$ cat config.mk
export PLATFORM = sky130hd
export DESIGN_NAME = rand_arbiter
export DESIGN_NICKNAME = d
export VERILOG_FILES = /design/src/rtl/rand_arbiter.sv
export SDC_FILE = /design/constraint.sdc
export NUM_CORES = 1
export LEC_CHECK = 0
export CAP_MARGIN = 0
export CELL_PAD_IN_SITES_DETAIL_PLACEMENT = 0
export CELL_PAD_IN_SITES_GLOBAL_PLACEMENT = 1
export CORE_UTILIZATION = 24
export CTS_BUF_LIST = sky130_fd_sc_hd__clkbuf_16
export DETAILED_ROUTE_END_ITERATION = 12
export PLACE_DENSITY_LB_ADDON = 0.1
export SYNTH_ARGS = -nofsm -noshare
export SYNTH_HDL_FRONTEND = slang
export SYNTH_SLANG_ARGS = --single-unit
$ cat constraint.sdc
create_clock -name clk -period 2.7 [get_ports clk]
set_clock_uncertainty 0.2 [all_clocks]
set_input_delay 0.54 -clock clk [delete_from_list [all_inputs] [get_ports clk]]
set_output_delay 0.54 -clock clk [all_outputs]
set_load 0.02 [all_outputs]
$ cat src/rtl/rand_arbiter.sv
// rand_arbiter
//   Round-robin scheduler that shares one random-generator engine among
//   NUM_REQ requesters. A winner is picked from req while idle, and its seed
//   is latched and presented to the engine together with a one-cycle start
//   pulse. The scheduler then waits for eng_done, bounded by TIMEOUT cycles,
//   and returns the engine data/result to the winner with a one-hot
//   resp_valid pulse. A timeout returns zero data with resp_err set.
//
// Ports
//   clk, rst      rising-edge clock, asynchronous active-high reset
//   req           level requests, sampled only while idle
//   seed_in       packed seeds, requester i at [i*DATA_W +: DATA_W]
//   gnt           one-hot, one-cycle grant pulse
//   resp_valid    one-hot, one-cycle response pulse to the winner
//   resp_data     engine data (0 on timeout), qualified by resp_valid
//   resp_result   engine result (0 on timeout), qualified by resp_valid
//   resp_err      timeout flag, qualified by resp_valid
//   busy          high whenever the scheduler is not idle
//   eng_start     one-cycle engine start pulse
//   eng_data_in   latched seed of the current winner
//   eng_data_out  engine data input
//   eng_result    engine result input
//   eng_done      engine completion, only honoured while waiting
module rand_arbiter #(
  parameter int NUM_REQ = 4,
  parameter int DATA_W  = 6,
  parameter int RES_W   = 2,
  parameter int TIMEOUT = 64
) (
  input  logic                      clk,
  input  logic                      rst,
  input  logic [NUM_REQ-1:0]        req,
  input  logic [NUM_REQ*DATA_W-1:0] seed_in,
  output logic [NUM_REQ-1:0]        gnt,
  output logic [NUM_REQ-1:0]        resp_valid,
  output logic [DATA_W-1:0]         resp_data,
  output logic [RES_W-1:0]          resp_result,
  output logic                      resp_err,
  output logic                      busy,
  output logic                      eng_start,
  output logic [DATA_W-1:0]         eng_data_in,
  input  logic [DATA_W-1:0]         eng_data_out,
  input  logic [RES_W-1:0]          eng_result,
  input  logic                      eng_done
);

  localparam int IDX_W = $clog2(NUM_REQ);
  localparam int CNT_W = $clog2(TIMEOUT);

  typedef enum logic [1:0] {S_IDLE, S_ISSUE, S_WAIT, S_RESP} state_t;

  state_t               state_q, state_d;
  logic [IDX_W-1:0]     rr_ptr_q, rr_ptr_d;
  logic [IDX_W-1:0]     winner_q, winner_d;
  logic [CNT_W-1:0]     cnt_q, cnt_d;
  logic [NUM_REQ-1:0]   gnt_q, gnt_d;
  logic [NUM_REQ-1:0]   resp_valid_q, resp_valid_d;
  logic [DATA_W-1:0]    resp_data_q, resp_data_d;
  logic [RES_W-1:0]     resp_result_q, resp_result_d;
  logic                 resp_err_q, resp_err_d;
  logic                 busy_q, busy_d;
  logic                 eng_start_q, eng_start_d;
  logic [DATA_W-1:0]    eng_data_in_q, eng_data_in_d;

  logic [DATA_W-1:0]    seed_arr [NUM_REQ];

  for (genvar g = 0; g < NUM_REQ; g++) begin : g_seed
    assign seed_arr[g] = seed_in[g*DATA_W +: DATA_W];
  end

  // First set request at or above ptr, wrapping NUM_REQ-1 -> 0.
  function automatic logic [IDX_W-1:0] pick(input logic [NUM_REQ-1:0] r,
                                            input logic [IDX_W-1:0]   ptr);
    logic             found;
    logic [IDX_W:0]   sum;
    logic [IDX_W-1:0] idx;
    found = 1'b0;
    pick  = ptr;
    for (int i = 0; i < NUM_REQ; i++) begin
      sum = {1'b0, ptr} + (IDX_W+1)'(i);
      if (sum >= (IDX_W+1)'(NUM_REQ)) sum = sum - (IDX_W+1)'(NUM_REQ);
      idx = sum[IDX_W-1:0];
      if (!found && r[idx]) begin
        found = 1'b1;
        pick  = idx;
      end
    end
  endfunction

  function automatic logic [NUM_REQ-1:0] onehot(input logic [IDX_W-1:0] i);
    onehot    = '0;
    onehot[i] = 1'b1;
  endfunction

  always_comb begin
    state_d       = state_q;
    rr_ptr_d      = rr_ptr_q;
    winner_d      = winner_q;
    cnt_d         = cnt_q;
    gnt_d         = '0;
    eng_start_d   = 1'b0;
    resp_valid_d  = '0;
    resp_data_d   = resp_data_q;
    resp_result_d = resp_result_q;
    resp_err_d    = resp_err_q;
    eng_data_in_d = eng_data_in_q;

    unique case (state_q)
      S_IDLE: begin
        if (|req) begin
          winner_d      = pick(req, rr_ptr_q);
          gnt_d         = onehot(winner_d);
          eng_start_d   = 1'b1;
          eng_data_in_d = seed_arr[winner_d];
          state_d       = S_ISSUE;
        end
      end
      S_ISSUE: begin
        cnt_d   = '0;
        state_d = S_WAIT;
      end
      S_WAIT: begin
        cnt_d = cnt_q + CNT_W'(1);
        // done takes priority over a timeout in the same cycle
        if (eng_done) begin
          resp_data_d   = eng_data_out;
          resp_result_d = eng_result;
          resp_err_d    = 1'b0;
          resp_valid_d  = onehot(winner_q);
          state_d       = S_RESP;
        end else if (cnt_q == CNT_W'(TIMEOUT - 1)) begin
          resp_data_d   = '0;
          resp_result_d = '0;
          resp_err_d    = 1'b1;
          resp_valid_d  = onehot(winner_q);
          state_d       = S_RESP;
        end
      end
      S_RESP: begin
        resp_data_d   = '0;
        resp_result_d = '0;
        resp_err_d    = 1'b0;
        rr_ptr_d      = (winner_q == IDX_W'(NUM_REQ - 1)) ? '0 : winner_q + IDX_W'(1);
        state_d       = S_IDLE;
      end
      default: state_d = S_IDLE;
    endcase

    busy_d = (state_d != S_IDLE);
  end

  always_ff @(posedge clk or posedge rst) begin
    if (rst) begin
      state_q       <= S_IDLE;
      rr_ptr_q      <= '0;
      winner_q      <= '0;
      cnt_q         <= '0;
      gnt_q         <= '0;
      resp_valid_q  <= '0;
      resp_data_q   <= '0;
      resp_result_q <= '0;
      resp_err_q    <= 1'b0;
      busy_q        <= 1'b0;
      eng_start_q   <= 1'b0;
      eng_data_in_q <= '0;
    end else begin
      state_q       <= state_d;
      rr_ptr_q      <= rr_ptr_d;
      winner_q      <= winner_d;
      cnt_q         <= cnt_d;
      gnt_q         <= gnt_d;
      resp_valid_q  <= resp_valid_d;
      resp_data_q   <= resp_data_d;
      resp_result_q <= resp_result_d;
      resp_err_q    <= resp_err_d;
      busy_q        <= busy_d;
      eng_start_q   <= eng_start_d;
      eng_data_in_q <= eng_data_in_d;
    end
  end

  assign gnt         = gnt_q;
  assign resp_valid  = resp_valid_q;
  assign resp_data   = resp_data_q;
  assign resp_result = resp_result_q;
  assign resp_err    = resp_err_q;
  assign busy        = busy_q;
  assign eng_start   = eng_start_q;
  assign eng_data_in = eng_data_in_q;

endmodule

=== Yosys cells after proc, flatten, opt, wreduce, memory -nomap -nowiden ===
Index checks and enable logic that the tools add are counted.

* Order comparisons: 13
* Bitwise gates (word level): 1
* Add/subtract/negate cells: 9
* Eq/ne operators: 6
* Reductions and logical operators: 15
* Multiplexer cells: 64

{| class="wikitable"
|+ Operator list
! cell !! number
|-
| 2-bit two-way mux || 24
|-
| 6-bit two-way mux || 4
|-
| 6-bit case mux with 2 select lines || 2
|-
| 4-bit two-way mux || 5
|-
| 1-bit two-way mux || 19
|-
| 2-bit by 3-bit < comparator with 1-bit output, second input constant || 6
|-
| 6-bit binary-select mux with 2-bit select || 1
|-
| 3-bit >= comparator, second input constant || 4
|-
| 1-bit binary-select mux with 2-bit select || 4
|-
| 2-bit case mux with 4 select lines || 1
|-
| 2-bit by 1-bit subtractor with 2-bit output, second input constant || 4
|-
| 2-bit by 2-bit adder with 3-bit output, second input constant || 2
|-
| 6-bit by 1-bit adder with 6-bit output, second input constant || 1
|-
| 2-bit equality test, second input constant || 3
|-
| 6-bit equality test, second input constant || 1
|-
| 2-bit nonzero test || 3
|-
| 1-bit logical AND || 5
|-
| 1-bit demux with 2-bit select || 2
|-
| 2-bit by 1-bit >= comparator with 1-bit output, second input constant || 2
|-
| 2-bit case mux with 2 select lines || 1
|-
| 2-bit AND reduction || 2
|-
| 4-bit OR reduction || 1
|-
| 2-bit by 1-bit adder with 3-bit output, second input constant || 1
|-
| 2-bit by 3-bit >= comparator with 1-bit output, second input constant || 1
|-
| 7 further kinds || 9
|}

* Register bits after elaboration: 37
* Input bits: 39
* Output and inout bits: 25
* Word-level logic and storage cells: 120

=== Logic depth before layout (Yosys ltp) ===
* Word-level depth: 30
* Gate-level depth with buffers: 8
* Depth with buffers taken out: 7

=== Worst setup path before layout ===
OpenSTA, ideal clock, no wires.

* Path kind: flip-flop to flip-flop
* Start: register cnt_q[0]
* End: register resp_data_q[4] (netlist: resp_data[4])
* Library setup time: 0.126 ns
* Setup slack: 0.709 ns
* Clock period less this slack: 1.991 ns
* Required time: 2.374 ns
* Arrival: 1.665 ns
* Cell stages (with the launch flop): 8
* Path buffers: 1
* Cells stage by stage: dfrtp_1 -> ha_1 -> and3_1 -> a31o_2 -> mux2_2 -> buf_6 -> nand3_1 -> o21ai_0

* Longest elaborated chain between the ends: 3

{| class="wikitable"
|+ Ends and longest elaborated chain
! what !! line !! RTL
|-
| from (decl) || 55 || <nowiki>logic [CNT_W-1:0] cnt_q, cnt_d;</nowiki>
|-
| from (signal assigned) || 170 || <nowiki>cnt_q <= cnt_d;</nowiki>
|-
| 6-bit equality test || 131 || <nowiki>end else if (cnt_q == CNT_W'(TIMEOUT - 1)) begin</nowiki>
|-
| 3-bit != test (no source line) || -- ||
|-
| 2-bit AND reduction (no source line) || -- ||
|-
| to (signal assigned) || 173 || <nowiki>resp_data_q <= resp_data_d;</nowiki>
|-
| to (decl) || 58 || <nowiki>logic [DATA_W-1:0] resp_data_q, resp_data_d;</nowiki>
|}

No other way between the ends.
A chain may end at the register's enable or synchronous reset.

=== Worst setup path in the final report ===
* Start: input port req[2]
* End: register eng_data_in_q[2] (netlist: eng_data_in[2])

* Longest elaborated chain between the ends: 24
* Elaborated cells between the ends (all ways): 35
* Classes of those cells: mux: 26; bitwise: 1; reduce/logical: 8

{| class="wikitable"
|+ Ends and longest elaborated chain
! what !! line !! RTL
|-
| from (decl) || 32 || <nowiki>input logic [NUM_REQ-1:0] req,</nowiki>
|-
| 1-bit binary-select mux with 2-bit select || 83 || <nowiki>if (!found && r[idx]) begin</nowiki>
|-
| 1-bit two-way mux (not written as such) || 83 ||
|-
| 1-bit two-way mux || 83 ||
|-
| 1-bit two-way mux || 110 || <nowiki>if (|req) begin</nowiki>
|-
| 1-bit two-way mux || 108 || <nowiki>unique case (state_q)</nowiki>
|-
| 1-bit logical NOT || 83 ||
|-
| 1-bit logical AND || 83 ||
|-
| 1-bit two-way mux || 83 ||
|-
| [... 7 more ...] || -- ||
|-
| 1-bit logical NOT || 83 ||
|-
| 1-bit logical AND || 83 ||
|-
| 2-bit two-way mux || 83 ||
|-
| 2-bit two-way mux || 110 ||
|-
| 2-bit two-way mux || 108 ||
|-
| 2-bit NOT with 3-bit output (not written as such) || 114 || <nowiki>eng_data_in_d = seed_arr[winner_d];</nowiki>
|-
| 6-bit binary-select mux with 2-bit select || 114 ||
|-
| 6-bit two-way mux (not written as such) (2 in a row) || 114 ||
|-
| to (signal assigned) || 178 || <nowiki>eng_data_in_q <= eng_data_in_d;</nowiki>
|-
| to (decl) || 63 || <nowiki>logic [DATA_W-1:0] eng_data_in_q, eng_data_in_d;</nowiki>
|}

Several ways; a longest one is shown, not always the timed one. The select of a mux whose other input is x is not followed.

==> results.md <==
- Final WL: around 4400 microns
- M1 wire length: 2100 microns
- Die width: 89.0 microns
- Initial Utilization: 24.9%
- DP Cell Count: 336
- Post-synth EDFFs: 0
- CP max stage delay: 0.45 ns
- Tot GR Track Use: 12.0%
- Leading area contributor after synthesis: dfrtp_1
- Reg clk slew, reported paths: 0.05 ns
- Root Buffer: clkbuf_16
- Total CTS buffers: 5
- Highest Clock Rate: between 400 and 500 MHz
- Worst path buffer plus inverter count: 1
- WP data arrival: approximately 2.2 ns
- Period utilization: 84.6%
- Pin count of the biggest net entering global routing: 38
- Worst-Skew Late Latency: around 0.28 ns
- Top cell type's share of synthesized area: 51.0%
- CTS tree: built
- Final setup viols: 0
- Hold Crit Class: reg -> reg
- Worst rel slew slack: roughly two thirds
- Worst setup SP type: input port
- Seq cells post-synth: 37
- DR pass1 iterations: 4
- CP delay by family, top: compound AO/OA/AOI/OAI gates
- Crit-path cells: clkdlybuf4s50_1 > nor2b_1 > a21o_1 > a221oi_1 > nand2b_1 > o221ai_1
- Max-cap violations: 0
- Post-Layout Cell Count: 343
- # IOs: 64
- CP Class: in -> reg
- H-tree depth: 2
- Fillers: 772
- Mapped Area: 1820 sq um
- DRC violations left: 0
- RSZ-0062 raised after global routing: no
- Post-Syn Area per Cell: 10.4 sq um
- Met2 Routed Length: 1940 microns
- Top Layer Used: met4
- Grt ovf: 0
- Deepest clock path buffer count: 2
- Tmin final: 2.28 ns
- Worst setup EP type: flip-flop
- Ys flop type: dfrtp_1
- Post-synth ARST share: between 90% and 100%
- Largest fanout on the critical path: 8
- Final instance area: roughly 2700 sq um
- Worst path slowest cell: clkdlybuf4s50_1
- PortBufs: 63
- Final max-slew violation count: 0
- Vias in the first global route: 1390
- CP Data Required Time: about 2.6 ns
- Post-layout nets: roughly 290
- Vias: between 1k and 1.5k
- Initial antenna violation count: 0
- Post-synthesis sequential area ratio: 51.0%
- DR iter-0 viols: 40
- Most numerous cell in the Yosys netlist: dfrtp_1
- Die area: 7920 sq um
- Core area: 7290 sq um
- Top cells by count, synth: dfrtp_1 (37), inv_1 (19), nand2_1 (16), o21ai_0 (15), mux2i_1 (13)
- First-pass GRT wire length: 7090 microns
- Pwr/cell area: 981 nW/um^2
- Placed cell area: 2570 sq um
- Status: finished, final reports clean
- Lkg Pwr: between 1 and 1.5 nW
- Met3 WL: around 320 microns
- Hpwl dp: between 3000 and 4000 microns
- Routability cong.: 0.687
- Mapped Nets: 222
- VDD IR max: about 0.00032 V
- Worst Max-Slew Pin Slew: about 0.48 ns
- # rows: 31
- Cts hold-fix bufs: 0
- Final ANT Viol Nets: 0
- Post-layout util: 37.1%
- Hold violation total from the final report: 0
- Share of cells above drive strength 1: 7.79%
- Post-CTS setup buffer count: 0
- Synthesis-to-finish area growth: 49.0%
- Library cells used by synthesis: 33
- Synth warn: 0
- Setup TNS: 0 ns
- Vias/cell: 4.21
- Top post-synthesis cells by area: dfrtp_1 (51%), mux2i_1 (7.2%), ha_1 (5.5%), o21ai_0 (4.1%), inv_1 (3.9%)
- Cells after synthesis: 175
- Die Y: 89.0 microns
- Number of clock sinks: 37
- Wire per inst: 12.9 microns
- Ant. Diodes: 0
- Post-cts sizing count: 0
cell usage in the layout (no fill, tap or decap), types with 3 or more instances in the layout:
cell / instances
o21ai_0: 15
clkdlybuf4s50_1: 63
nand3_1: 12
nand2b_1: 4
inv_1: 20
o221ai_1: 6
and3_1: 5
buf_4: 4
nand2_1: 16
mux2i_1: 13
dfrtp_1: 37
nor2b_1: 3
clkbuf_16: 5
mux2_2: 4
ha_1: 8
nor2_1: 8
a21oi_1: 4
area by class of cell:
class	count	area (sq um)	share of cell area, %
clock buffer	5	125	4.63
clock inverter	2	7.51	0.278
inverter	19	71.3	2.64
multi-input combinational	113	771	28.5
sequential	37	926	34.2
tap	99	124	4.58
timing repair buffer	68	681	25.2
where the power goes:
group | total (mW) | internal (mW) | switching, mW
registers | 0.839 | 0.735 | 0.104
logic | 1.28 | 0.594 | 0.684
clock network | 0.537 | 0.330 | 0.207
total | 2.65 | 1.66 | 0.996
cells by family after synthesis:
| group | share of synthesized area (%) |
|---|---|
| compound gates | 13.0 |
| fa+ha+maj | 5.51 |
| buf+inv | 6.55 |
| flops | 51.0 |
| mux | 9.65 |
| simple gates | 14.3 |
worst min-delay path, delay by kind of cell (launching register included):
kind,cells,cell delay (ns)
AOI/OAI and AO/OA,1,0.06
DFF,1,0.34
and+or+nand+nor,1,0.05
sequential cells by signal, summed over array words and instances (netlist names):
name,cells
busy,1
resp_data,6
state_q,2
resp_err,1
resp_result,2
winner_q,2
eng_data_in,6
eng_start,1
rr_ptr_q,2
resp_valid,4
cnt_q,6
gnt,4
layer usage:
layer | track usage [%] | vias up
met3 | 4.16 | 5
li1 | - | 741
met2 | 18.7 | 35
met4 | 3.46 | 0
met1 | 15.9 | 663
met5 | 0 | -
metrics by stage:
step                total power, mW  hold WS [ns]  worst slack, ns
CTS                            2.70         0.291            0.398
global placement               2.15         0.270            0.197
detailed placement             2.16         0.280            0.111
floorplan                      1.66         0.254            0.709
global route                   2.88         0.331            0.205
finish                         2.65         0.287            0.417
final timing paths:
kind	startpoint	endpoint	slack, ns	depth (start not counted)
setup reg to reg	cnt_q[0]$_DFFE_PP0P_	resp_data[3]$_DFFE_PP0P_	0.58	6
hold reg to reg	eng_data_in[3]$_DFFE_PP0P_	eng_data_in[3]$_DFFE_PP0P_	0.29	2
setup / recovery	req[2]	eng_data_in[2]$_DFFE_PP0P_	0.42	6
max in group asynchronous	rst	cnt_q[3]$_DFFE_PP0P_	1.49	3
hold / removal	eng_data_in[3]$_DFFE_PP0P_	eng_data_in[3]$_DFFE_PP0P_	0.29	2
min in group asynchronous	rst	gnt[0]$_DFF_PP0_	0.48	3
No activity file was read; power rests on OpenSTA's default activity.
